File: src/rtl/fu_result_stage_if.sv
// ----------------------------------------------------------------------------
// fu_result_stage_if
// Bundles the upstream (FU -> stage) and downstream (stage -> writeback/PC)
// valid/ready channels of the FU result stage.
//   in_*  : FU result, CVZN flags, writeback tag, branch info, handshake
//   out_* : buffered head entry for writeback and branch resolution
// Modports:
//   slave  - the result stage itself (consumes in_*, produces out_*)
//   master - the surrounding environment (produces in_*, consumes out_*)
// ----------------------------------------------------------------------------
interface fu_result_stage_if #(
    parameter int WIDTH = 16,
    parameter int RA_W  = 5
);
    logic             in_valid;
    logic             in_ready;
    logic [WIDTH-1:0] in_result;
    logic [3:0]       in_status;
    logic             in_set_cc;
    logic             in_wr_en;
    logic [RA_W-1:0]  in_rd;
    logic             in_is_branch;
    logic [3:0]       in_cond;

    logic             out_valid;
    logic             out_ready;
    logic [WIDTH-1:0] out_data;
    logic             out_wr_en;
    logic [RA_W-1:0]  out_rd;
    logic             out_branch_taken;

    modport slave (
        input  in_valid, in_result, in_status, in_set_cc, in_wr_en, in_rd,
               in_is_branch, in_cond, out_ready,
        output in_ready, out_valid, out_data, out_wr_en, out_rd, out_branch_taken
    );

    modport master (
        output in_valid, in_result, in_status, in_set_cc, in_wr_en, in_rd,
               in_is_branch, in_cond, out_ready,
        input  in_ready, out_valid, out_data, out_wr_en, out_rd, out_branch_taken
    );
endinterface

File: src/rtl/fu_result_stage.sv
// ----------------------------------------------------------------------------
// fu_result_stage
// Registered result stage behind the 16-bit functional unit. Holds up to two
// FU results in a FIFO, maintains the processor status register (PSR) and
// resolves conditional branches at accept time.
// Ports:
//   clk    - clock, all state changes on rising edge
//   rst_n  - synchronous reset, active low; clears buffer, storage and PSR
//   flush  - empties the buffer this cycle, PSR kept
//   bus    - in_*/out_* handshake channels (slave side)
//   psr    - current flags {V,C,Z,N} (bit 0 = N)
// ----------------------------------------------------------------------------
module fu_result_stage #(
    parameter int WIDTH = 16,
    parameter int RA_W  = 5
) (
    input  logic                clk,
    input  logic                rst_n,
    input  logic                flush,
    fu_result_stage_if.slave    bus,
    output logic [3:0]          psr
);

    // Branch condition evaluation against a flag set {V,C,Z,N}.
    function automatic logic cond_eval(input logic [3:0] flags, input logic [3:0] cond);
        logic n, z, c, v;
        n = flags[0];
        z = flags[1];
        c = flags[2];
        v = flags[3];
        case (cond)
            4'h1:    cond_eval = 1'b1;
            4'h2:    cond_eval = z;
            4'h3:    cond_eval = ~z;
            4'h4:    cond_eval = c;
            4'h5:    cond_eval = ~c;
            4'h6:    cond_eval = n;
            4'h7:    cond_eval = ~n;
            4'h8:    cond_eval = v;
            4'h9:    cond_eval = ~v;
            4'hA:    cond_eval = n ^ v;
            4'hB:    cond_eval = ~(n ^ v);
            4'hC:    cond_eval = z | (n ^ v);
            4'hD:    cond_eval = ~(z | (n ^ v));
            default: cond_eval = 1'b0;
        endcase
    endfunction

    logic [WIDTH-1:0] r_data  [2];
    logic             r_wr_en [2];
    logic [RA_W-1:0]  r_rd    [2];
    logic             r_taken [2];
    logic             r_wptr;
    logic             r_rptr;
    logic [1:0]       r_count;
    logic [3:0]       r_psr;

    logic             w_accept;
    logic             w_pop;
    logic             w_taken;

    // in_ready never looks at out_ready, so a full buffer cannot push while popping.
    assign bus.in_ready = (r_count < 2'd2) & ~flush;
    assign w_accept     = bus.in_valid & bus.in_ready;
    assign w_pop        = (r_count != 2'd0) & bus.out_ready & ~flush;

    // Resolved against the PSR before this entry's own set_cc takes effect;
    // every earlier set_cc entry has already updated r_psr when it was accepted.
    assign w_taken = bus.in_is_branch & cond_eval(r_psr, bus.in_cond);

    always_ff @(posedge clk) begin
        if (!rst_n) begin
            for (int i = 0; i < 2; i++) begin
                r_data[i]  <= '0;
                r_wr_en[i] <= 1'b0;
                r_rd[i]    <= '0;
                r_taken[i] <= 1'b0;
            end
            r_wptr  <= 1'b0;
            r_rptr  <= 1'b0;
            r_count <= 2'd0;
            r_psr   <= 4'b0000;
        end else if (flush) begin
            r_wptr  <= 1'b0;
            r_rptr  <= 1'b0;
            r_count <= 2'd0;
        end else begin
            if (w_accept) begin
                r_data[r_wptr]  <= bus.in_result;
                r_wr_en[r_wptr] <= bus.in_wr_en;
                r_rd[r_wptr]    <= bus.in_rd;
                r_taken[r_wptr] <= w_taken;
                r_wptr          <= ~r_wptr;
                if (bus.in_set_cc) begin
                    r_psr <= bus.in_status;
                end
            end
            if (w_pop) begin
                r_rptr <= ~r_rptr;
            end
            case ({w_accept, w_pop})
                2'b10:   r_count <= r_count + 2'd1;
                2'b01:   r_count <= r_count - 2'd1;
                default: r_count <= r_count;
            endcase
        end
    end

    assign bus.out_valid        = (r_count != 2'd0);
    assign bus.out_data         = r_data[r_rptr];
    assign bus.out_wr_en        = r_wr_en[r_rptr];
    assign bus.out_rd           = r_rd[r_rptr];
    assign bus.out_branch_taken = r_taken[r_rptr];
    assign psr                  = r_psr;

endmodule

File: src/flat_wrapper.sv
// flat-port wrapper written by rule: the top's interface ports become plain ports
module fu_result_stage_flat 
#(
    parameter int WIDTH = 16,
    parameter int RA_W  = 5
)
  (clk, rst_n, flush, psr, bus_in_valid, bus_in_result, bus_in_status, bus_in_set_cc, bus_in_wr_en, bus_in_rd, bus_in_is_branch, bus_in_cond, bus_out_ready, bus_in_ready, bus_out_valid, bus_out_data, bus_out_wr_en, bus_out_rd, bus_out_branch_taken);
  fu_result_stage_if #(.WIDTH(WIDTH), .RA_W(RA_W)) bus_i ();
  input  logic clk;
  input  logic rst_n;
  input  logic flush;
  output logic [3:0] psr;
  input wire logic [$bits(bus_i.in_valid)-1:0] bus_in_valid;
  input wire logic [$bits(bus_i.in_result)-1:0] bus_in_result;
  input wire logic [$bits(bus_i.in_status)-1:0] bus_in_status;
  input wire logic [$bits(bus_i.in_set_cc)-1:0] bus_in_set_cc;
  input wire logic [$bits(bus_i.in_wr_en)-1:0] bus_in_wr_en;
  input wire logic [$bits(bus_i.in_rd)-1:0] bus_in_rd;
  input wire logic [$bits(bus_i.in_is_branch)-1:0] bus_in_is_branch;
  input wire logic [$bits(bus_i.in_cond)-1:0] bus_in_cond;
  input wire logic [$bits(bus_i.out_ready)-1:0] bus_out_ready;
  output wire logic [$bits(bus_i.in_ready)-1:0] bus_in_ready;
  output wire logic [$bits(bus_i.out_valid)-1:0] bus_out_valid;
  output wire logic [$bits(bus_i.out_data)-1:0] bus_out_data;
  output wire logic [$bits(bus_i.out_wr_en)-1:0] bus_out_wr_en;
  output wire logic [$bits(bus_i.out_rd)-1:0] bus_out_rd;
  output wire logic [$bits(bus_i.out_branch_taken)-1:0] bus_out_branch_taken;
  assign bus_i.in_valid = bus_in_valid;
  assign bus_i.in_result = bus_in_result;
  assign bus_i.in_status = bus_in_status;
  assign bus_i.in_set_cc = bus_in_set_cc;
  assign bus_i.in_wr_en = bus_in_wr_en;
  assign bus_i.in_rd = bus_in_rd;
  assign bus_i.in_is_branch = bus_in_is_branch;
  assign bus_i.in_cond = bus_in_cond;
  assign bus_i.out_ready = bus_out_ready;
  assign bus_in_ready = bus_i.in_ready;
  assign bus_out_valid = bus_i.out_valid;
  assign bus_out_data = bus_i.out_data;
  assign bus_out_wr_en = bus_i.out_wr_en;
  assign bus_out_rd = bus_i.out_rd;
  assign bus_out_branch_taken = bus_i.out_branch_taken;
  fu_result_stage #(.WIDTH(WIDTH), .RA_W(RA_W)) u_core (.clk(clk), .rst_n(rst_n), .flush(flush), .bus(bus_i), .psr(psr));
endmodule
File: config.mk
export PLATFORM = sky130hd
export DESIGN_NAME = fu_result_stage_flat
export DESIGN_NICKNAME = d
export VERILOG_FILES = /design/src/rtl/fu_result_stage_if.sv /design/src/rtl/fu_result_stage.sv /design/src/flat_wrapper.sv
export SDC_FILE = /design/constraint.sdc
export NUM_CORES = 1
export LEC_CHECK = 0
export ABC_CLOCK_PERIOD_IN_PS = 2370
export CAP_MARGIN = 20
export CORE_MARGIN = 2
export CORE_UTILIZATION = 50
export CTS_BUF_LIST = sky130_fd_sc_hd__clkbuf_2 sky130_fd_sc_hd__clkbuf_4 sky130_fd_sc_hd__clkbuf_8
export CTS_CLUSTER_DIAMETER = 80
export DETAILED_ROUTE_END_ITERATION = 10
export PLACE_DENSITY = 0.92
export RECOVER_POWER = 50
export SETUP_SLACK_MARGIN = 0.15
export SYNTH_ARGS = -nofsm -noshare
export SYNTH_HDL_FRONTEND = slang
export SYNTH_SLANG_ARGS = --single-unit
File: constraint.sdc
create_clock -name clk -period 2.37 [get_ports clk]
set_input_delay 0.474 -clock clk [delete_from_list [all_inputs] [get_ports clk]]
set_output_delay 0.474 -clock clk [all_outputs]
set_load 0.01 [all_outputs]
==> results of run 1 <==
where the power goes:
group	switching [mW]	total (mW)	internal (mW)
Clock	0.287	0.721	0.433
Combinational	0.106	0.262	0.156
Sequential	0.0153	1.10	1.08
Total	0.409	2.08	1.67
per-layer routing:
| metal | routed length, um | GRT usage, % |
|---|---|---|
| met5 | 0 | 0 |
| met3 | 316 | 4.55 |
| met4 | 62 | 5.85 |
| met2 | 2640 | 33.7 |
| met1 | 1980 | 18.9 |
synthesized netlist by cell type (all sizes together), types with 3 or more instances:
library cell and n:
and2 43, edfxtp 42, mux2 23, dfxtp 13, nor2 9, buf 7, nand2 7, inv 5
mux2i 5, nor2b 4, o21ai 4, xnor2 4, xor2 4, a21oi 3, clkbuf 3
cells by family after synthesis:
logic type / Yosys count
AO/OA/AOI/OAI: 16
XOR/XNOR: 8
adder cells (fa/ha/maj): 1
buffers and inverters: 15
flip-flops: 55
multiplexers: 28
AND/OR/NAND/NOR: 72
flip-flops by register name (all words and copies together) (netlist names), named ones only:
name,count
u_core.r_count,2
u_core.r_rd,10
u_core.r_wr_en,2
u_core.r_rptr,1
u_core.r_wptr,1
u_core.psr,4
u_core.r_taken,2
u_core.r_data,32
worst max-delay path, cell delays in order, from the launching register on:
cell,delay [ns]
dfxtp_4,0.41
buf_12,0.15
mux2_2,0.34
clkdlybuf4s50_1,0.51
stage by stage:
stage / instance area [sq um] / setup slack (ns) / util [%]
after global routing: 3420 / 0.105 / 71.1
after CTS: 3420 / 0.174 / 71.0
after floorplan: 2530 / 0.582 / -
after global placement: 3280 / 0.237 / 68.2
final: 3420 / 0.185 / 71.1
after detailed placement: 3280 / 0.131 / 68.2
final cells by class:
cell class / instances / area share [%]
sequential: 55 / 44.6
multi-input combinational: 125 / 26.9
timing repair buffer: 73 / 21.6
tap: 67 / 2.45
clock buffer: 6 / 2.23
clock inverter: 2 / 1.75
inverter: 5 / 0.548
path summary, 6_finish.rpt:
check,end,slack (ns),cells after the start
min reg2reg,u_core.r_taken[0],0.50,2
min,u_core.r_taken[0],0.50,2
max reg2reg,u_core.r_data[1][9],0.61,5
max,bus_out_data[15],0.18,3
timing repair:
action,in CTS,in global routing
resized for setup,1,2
cloned,0,1
endpoints found under the setup margin,21,18
buffers inserted,0,0
==> impl_metrics.csv, run 1 <==
group,metric,value,unit
status,status,"completed",
clocking,clk_pin_slew,0.10,ns
synth,yosys-top-cells-area,"edfxtp_1 50%, and2_1 11%, dfxtp_1 10%",
synth,ys.flop_type,"edfxtp_1",
synth,yosysTopAreaCell,"edfxtp_1",
finish,final_nets,303,
synth,synth_edf_count,42,
routing,drt_iter0_drc,94,
timing,hold_violations,0,
clocking,root_buffer,"clkbuf_8",
min_path,min_from,"u_core.r_taken[0]",
timing,period_minus_slack,2.19,ns
synth,syn-num-nets,233,
grt,antenna_found_initial,0,
routing,post-route-drc-count,0,
synth,ys_ff_latch,55,
floorplan,initial_core_util,52.6,%
routing,ant_nets,0,
clocking,clock_path_buffers,2,
worst_setup_path,end_kind,"output port",
floorplan,dieArea,5650,sq um
finish,drive_above_1_share,16.9,%
grt,grt.total_usage,17.7,%
synth,syn_area_per_cell,13.0,sq um
clocking,clkSinkCount,55,
worst_setup_path,worstPathMaxFanout,11,
synth,synth_cells,195,
synth,synth_xor_area_share,2.77,%
finish,area.sequential,1530,sq um
synth,synth_area,2530,sq um
worst_setup_path,arrival,1.71,ns
routing,via_per_inst,5.14,
power_and_ir_drop,cellLeakagePower,1.30,nW
routing,drt_pre_antenna_iters,4,
floorplan,ioPinCount,66,
routing,wirelength,5.00,mm
floorplan,chipHeight,75.2,um
min_path,hp-class,"register to register",
power_and_ir_drop,vdd_ir_drop_max,386,uV
synth,synthDistinctLibCells,37,
timing,hold-worst-slack,0.496,ns
worst_setup_path,critical_path_required,1.90,ns
clocking,htreeDepth,2,
timing,rsz0062_at_grt,"false",
timing,worst_pin_slew,0.426,ns
floorplan,coreArea,4820,sq um
finish,finalNonFillerCells,333,
floorplan,dieWidth,75.2,um
synth,synth-compound-area-share,4.59,%
worst_setup_path,r2r-start,"u_core.r_count[1]",
clocking,hold_buffers,0,
timing,post-route-period-util,92.2,%
timing,slew_headroom,71.6,%
grt,grt_pass1_vias,1707,
timing,fin_setup_tns,0,ns
placement,hpwl,3.34,mm
timing,slew_viol_final,0,
floorplan,fp-row-count,25,
grt,overflow,0,
timing,setup_viol,0,
routing,drt-wirelength-per-cell,15.0,um
finish,antenna_cells,0,
finish,layout.cells.most_common,"clkdlybuf4s50_1",
synth,ys_seq_area_share,60.0,%
finish,syn_to_final_growth,35.1,%
synth,synth_top_area_share,49.8,%
synth,ys_warn_count,0,
finish,nFillCells,355,
clocking,cts_tree,"built",
synth,async_reset_ff_share,0,%
power_and_ir_drop,power_density,607,nW/um^2
synth,synth_fa_ha_area_share,0.494,%
flow_run,drv_cap,0,
clocking,insertion_delay,0.30,ns
finish,final_cell_mix,"59 x clkdlybuf4s50_1, 42 x edfxtp_1, 32 x and2_1, 23 x mux2_2, 12 x dfxtp_1",
synth,yosys-mux-area-fraction,12.2,%
placement,dp_cells,324,
grt,grt_max_degree,25,
timing,max_freq,458,MHz
power_and_ir_drop,power,2.08,mW
clocking,numCtsBuffers,5,
synth,synthSimpleGateAreaFrac,16.7,%
placement,place_congestion,0.732,
grt,grt_pass1_wl,7.34,mm
worst_setup_path,path_class,"register to output port",
finish,multi_input_area,921,sq um
synth,synth_top_family_by_area,"simple AND/OR/NAND/NOR gates",
placement,port_buffers,65,
worst_setup_path,crit_path_start_kind,"register",
routing,vias,1713,
timing,fin_skew,0.00743,ns
Power figures use the tool's default switching activity.
==> run 2, diff against run 1 <==
Settings changed: ABC_CLOCK_PERIOD_IN_PS 2370 to 2180.
Clock period 2.37 ns to 2.18 ns, I/O delays scaled along.
==> run 2 against run 1 <==
  * Sequential power increased by 8%
  * Final area increased by 0.88%
  * Utilization increased by 0.62 points
  * Global-route usage decreased by 0.50 points
  * Worst hold slack got worse by 0.013 ns
  * Non-clock buffer count increased by 2
  * Clock power decreased by 11%
  * Register-to-register slack got worse by 0.23 ns
  * Flip-flop and latch count unchanged
  * Die area unchanged
  * Routed wire length increased by 3.6%
==> impl_metrics.csv, run 2 (synthesis gave the netlist of run 1 again) <==
group,metric,value,unit
status,status,"completed",
clocking,clkSinkCount,55,
timing,rsz0062_at_grt,"true",
grt,grt_pass1_wl,7.20,mm
timing,hold-worst-slack,0.484,ns
floorplan,chipHeight,75.2,um
finish,final_nets,305,
clocking,insertion_delay,0.30,ns
routing,vias,1735,
grt,grt.total_usage,17.2,%
grt,overflow,0,
timing,fin_skew,0.00468,ns
clocking,clk_pin_slew,0.09,ns
floorplan,initial_core_util,52.6,%
routing,via_per_inst,5.18,
floorplan,ioPinCount,66,
clocking,htreeDepth,2,
finish,largest_register_ffs,32,
worst_setup_path,arrival,1.67,ns
floorplan,dieArea,5650,sq um
finish,fin_util,71.7,%
clocking,cts_tree,"built",
worst_setup_path,critical_path_required,1.74,ns
clocking,numCtsBuffers,5,
placement,port_buffers,65,
worst_setup_path,crit_path_start_kind,"register",
worst_setup_path,end_kind,"output port",
clocking,root_buffer,"clkbuf_8",
power_and_ir_drop,cellLeakagePower,1.49,nW
clocking,postCtsSetupRepairBufs,0,
timing,slew_viol_final,0,
finish,drive_above_1_share,15.3,%
timing,period_minus_slack,2.11,ns
timing,post-route-period-util,96.6,%
finish,nFillCells,339,
routing,wirelength,5.18,mm
worst_setup_path,path_class,"register to output port",
timing,slew_headroom,61.0,%
routing,drt_pre_antenna_iters,4,
routing,ant_nets,0,
routing,drt-wirelength-per-cell,15.5,um
finish,syn_to_final_growth,36.3,%
timing,setup_viol,0,
grt,grt_pass1_vias,1692,
timing,hold_violations,0,
finish,regMostFlops,"u_core.r_data",
clocking,clock_path_buffers,2,
power_and_ir_drop,vdd_ir_drop_max,300,uV
placement,hpwl,3.45,mm
floorplan,fp-row-count,25,
placement,placed_area,3310,sq um
timing,max_freq,475,MHz
timing,worst_pin_slew,0.584,ns
worst_setup_path,worstPathMaxFanout,11,
power_and_ir_drop,power_density,613,nW/um^2
grt,grt_max_degree,22,
routing,drt_iter0_drc,134,
grt,antenna_found_initial,0,
floorplan,dieWidth,75.2,um
routing,post-route-drc-count,0,
finish,final_cell_mix,"42 x clkdlybuf4s50_1, 42 x edfxtp_1, 24 x and2_0, 23 x mux2_2, 19 x and2_1",
timing,fin_setup_tns,0,ns
placement,place_congestion,0.719,
placement,dp_cells,326,
min_path,hp-class,"register to register",
finish,antenna_cells,0,
finish,stdcell_area,3450,sq um
finish,finalNonFillerCells,335,
floorplan,coreArea,4820,sq um
flow_run,drv_cap,0,
==> run 2: changes by cell type in the layout (fill, tap and decap cells not counted), sizes merged <==
cell and delta:
clkbuf +2, clkinv +2, clkdlybuf4s50 -17, dlygate4sd3 -3, buf -1, dlygate4sd2 +3
dlymetal6s2s +17, bufinv -1
==> run 2: final timing paths <==
path | start | to | slack, ns | depth (start not counted)
worst min register to register | u_core.r_taken[0] | u_core.r_taken[0] | 0.48 | 2
worst max register to register | u_core.r_count[1] | u_core.r_rd[0][4] | 0.38 | 6
worst min-delay path | u_core.r_taken[0] | u_core.r_taken[0] | 0.48 | 2
worst max-delay path | register | bus_out_data[6] | 0.07 | 3
==> run 2: repair_timing <==
action,CTS,global route
endpoints found under the hold margin,0,0
endpoints found under the setup margin,24,19
hold buffers,0,0
resized for setup,4,19
cloned,0,1
==> run 2: layout make-up <==
type | instances | area [sq um] | area share (%)
Clock buffer | 5 | 68.8 | 1.99
Clock inverter | 3 | 38.8 | 1.12
Sequential cell | 55 | 1530 | 44.2
Timing Repair Buffer | 75 | 788 | 22.8
Inverter | 5 | 18.8 | 0.543
Multi-Input combinational cell | 125 | 930 | 26.9
Tap cell | 67 | 83.8 | 2.43
==> run 2: report_power, final <==
group	internal, mW	total (mW)	switching (mW)
Clock	0.336	0.641	0.304
Sequential	1.18	1.19	0.0179
Combinational	0.164	0.282	0.118
Total	1.68	2.12	0.440
==> run 2: routing by layer <==
metal	vias up	track usage, %	share of wire (%)
li1	824	-	-
met1	848	18.1	39
met2	55	32.7	53
met3	8	4.55	5.9
met4	0	6.24	1.5
met5	-	0	0
==> run 2: through the flow <==
stage               setup slack [ns]  power, mW
floorplan                      0.430       1.34
global placement               0.102       1.50
detailed placement            0.0243       1.51
CTS                          0.00833       2.14
global route                 0.00830       2.18
finish                        0.0739       2.12
==> run 2: worst max-delay path, cell delays in order, from the launching register on <==
cell and delay (ns):
dfxtp_4 0.41, buf_12 0.15, mux2_2 0.34, clkdlybuf4s50_1 0.48
==> run 3, diff against run 2 <==
Settings changed: GPL_TIMING_DRIVEN set to 0, REMOVE_ABC_BUFFERS set to 1.
==> run 3 against run 2 <==
  * Final area down 3.0%
  * Clock skew up 0.0047 ns
  * Fmax up 6.6%
  * Non-clock buffer count down 5
  * Largest cell class unchanged
  * Cell count down 0.90%
  * Critical path depth unchanged
  * Count of clock-buffer cells in the layout unchanged
  * Critical endpoint is now bus_out_data[2]
  * Flip-flop and latch count unchanged
  * Power down 5.8%
==> impl_metrics.csv, run 3 (synthesis gave the netlist of run 1 again) <==
group,metric,value,unit
finish,antenna_cells,0,
timing,worst_pin_slew,0.460,ns
worst_setup_path,reg2reg_setup_slack,0.44,ns
min_path,min_from,"u_core.r_taken[0]",
grt,grt_pass1_vias,1677,
worst_setup_path,path_class,"register to output port",
clocking,clkSinkCount,55,
clocking,cts_tree,"built",
routing,drt-wirelength-per-cell,14.9,um
worst_setup_path,r2r_end,"u_core.r_count[1]",
floorplan,coreArea,4820,sq um
finish,syn_to_final_growth,32.1,%
timing,slew_headroom,69.3,%
floorplan,initial_core_util,52.6,%
worst_setup_path,path_buf_inv,2,
placement,place_congestion,0.722,
grt,grt_pass1_wl,7.87,mm
min_path,min_path_cells,2,
worst_setup_path,path_cells,"buf_8 > mux2_2 > dlygate4sd2_1",
grt,grt.total_usage,18.9,%
power_and_ir_drop,p_switching,447,uW
finish,largest_register_ffs,32,
status,status,"completed",
placement,dp_cells,317,
worst_setup_path,end_kind,"output port",
clocking,hold_buffers,0,
routing,post-route-drc-count,0,
placement,port_buffers,65,
min_path,hp-class,"register to register",
grt,grt_max_degree,25,
power_and_ir_drop,swShare,22.4,%
worst_setup_path,worstPathMaxFanout,11,
worst_setup_path,r2r-start,"u_core.r_count[1]",
finish,fin_util,69.5,%
routing,via_per_inst,5.09,
finish,regMostFlops,"u_core.r_data",
power_and_ir_drop,vdd_ir_drop_max,340,uV
routing,vias,1691,
placement,hpwl,3.25,mm
finish,final_nets,302,
timing,rsz0062_at_grt,"false",
routing,ant_nets,0,
power_and_ir_drop,power.internal,1.55,mW
routing,drt_iter0_drc,55,
timing,setup_viol,0,
power_and_ir_drop,cellLeakagePower,1.32,nW
clocking,clk_pin_slew,0.09,ns
worst_setup_path,rr_worst_depth,6,
floorplan,ioPinCount,66,
finish,drive_above_1_share,17.7,%
grt,antenna_found_initial,0,
grt,overflow,0,
worst_setup_path,critPathSlowestCell,"dfxtp_1",
clocking,numCtsBuffers,5,
floorplan,fp-row-count,25,
worst_setup_path,crit_path_start_kind,"register",
routing,drt_pre_antenna_iters,4,
finish,final_cell_mix,"42 x edfxtp_1, 37 x clkdlybuf4s50_1, 34 x and2_1, 23 x mux2_2, 23 x dlygate4sd2_1",
power_and_ir_drop,power,1.99,mW
power_and_ir_drop,seqPwrFrac,59.9,%
power_and_ir_drop,pwr-share-clk,26.7,%
timing,post-route-period-util,90.6,%
finish,stdcell_area,3350,sq um
placement,placed_area,3210,sq um
flow_run,drv_cap,0,
floorplan,dieArea,5650,sq um
floorplan,dieWidth,75.2,um
timing,hold-worst-slack,0.481,ns
min_path,hold-path-endpoint,"u_core.r_taken[0]",
finish,finalNonFillerCells,332,
floorplan,chipHeight,75.2,um
timing,period_minus_slack,1.98,ns
clocking,htreeDepth,2,
timing,hold_violations,0,
clocking,root_buffer,"clkbuf_8",
finish,layout.cells.most_common,"edfxtp_1",
routing,wirelength,4.95,mm
timing,fin_skew,0.00939,ns
timing,max_freq,506,MHz
power_and_ir_drop,power_density,595,nW/um^2
clocking,insertion_delay,0.30,ns
worst_setup_path,worst_path_largest_cell_delay,0.42,ns
timing,slew_viol_final,0,
power_and_ir_drop,power_frac_comb,13.4,%
clocking,clock_path_buffers,2,
worst_setup_path,critical_path_required,1.74,ns
worst_setup_path,critPathTopFamily,"buffers and inverters",
worst_setup_path,arrival,1.54,ns
run 3: worst max-delay path by stage:
stage | to | slack (ns) | depth (start not counted)
6_report | bus_out_data[2] | 0.20 | 3
5_1_grt | u_core.r_data[1][15] | 0.10 | 6
4_1_cts | bus_out_data[7] | 0.08 | 3
3_5_place_dp | u_core.r_data[0][3] | -0.46 | 5
3_3_place_gp | u_core.r_data[0][13] | -0.42 | 5
2_1_floorplan | u_core.r_data[0][0] | 0.43 | 4
run 3: what timing repair did:
item                                    in CTS  in global routing
cloned                                       2                  0
endpoints found under the hold margin        0                  0
endpoints found under the setup margin      77                 13
setup buffers                                3                  2
resized for setup                           34                  1
pin swaps                                    0                  1
run 3: layout make-up:
type,count,area [sq um]
flip-flops and latches,55,1520
fillers,378,1470
inverters,5,26.3
well taps,67,83.8
clock buffers,5,68.8
clock inverters,3,15.0
multi-input cells,125,942
repair buffers,70,676
repair inverters,2,15.0
run 3: worst min-delay path: stages (launching register included):
cell and delay [ns]:
dfxtp_1 0.33, a32oi_1 0.05, o21ai_1 0.06
run 3: power groups by stage:
stage	Combinational [mW]	Sequential (mW)	Clock, mW
6_report	0.268	1.19	0.532
5_1_grt	0.293	1.20	0.581
4_1_cts	0.270	1.19	0.538
3_5_place_dp	0.278	1.22	0
3_3_place_gp	0.271	1.22	0
2_1_floorplan	0.116	1.21	0
run 3: metal layers:
layer	GRT usage, %	vias up	wire length, um
met5	0	-	0
met4	3.51	0	38
met3	6.02	6	327
met2	34.8	58	2540
met1	21.8	810	2050
li1	-	817	-
run 3: metrics by stage:
step / worst slack, ns / setup TNS [ns]
3_5_place_dp: -0.457 / -29.34
3_3_place_gp: -0.415 / -25.09
5_1_grt: 0.104 / 0
2_1_floorplan: 0.430 / 0
6_report: 0.204 / 0
4_1_cts: 0.0758 / 0
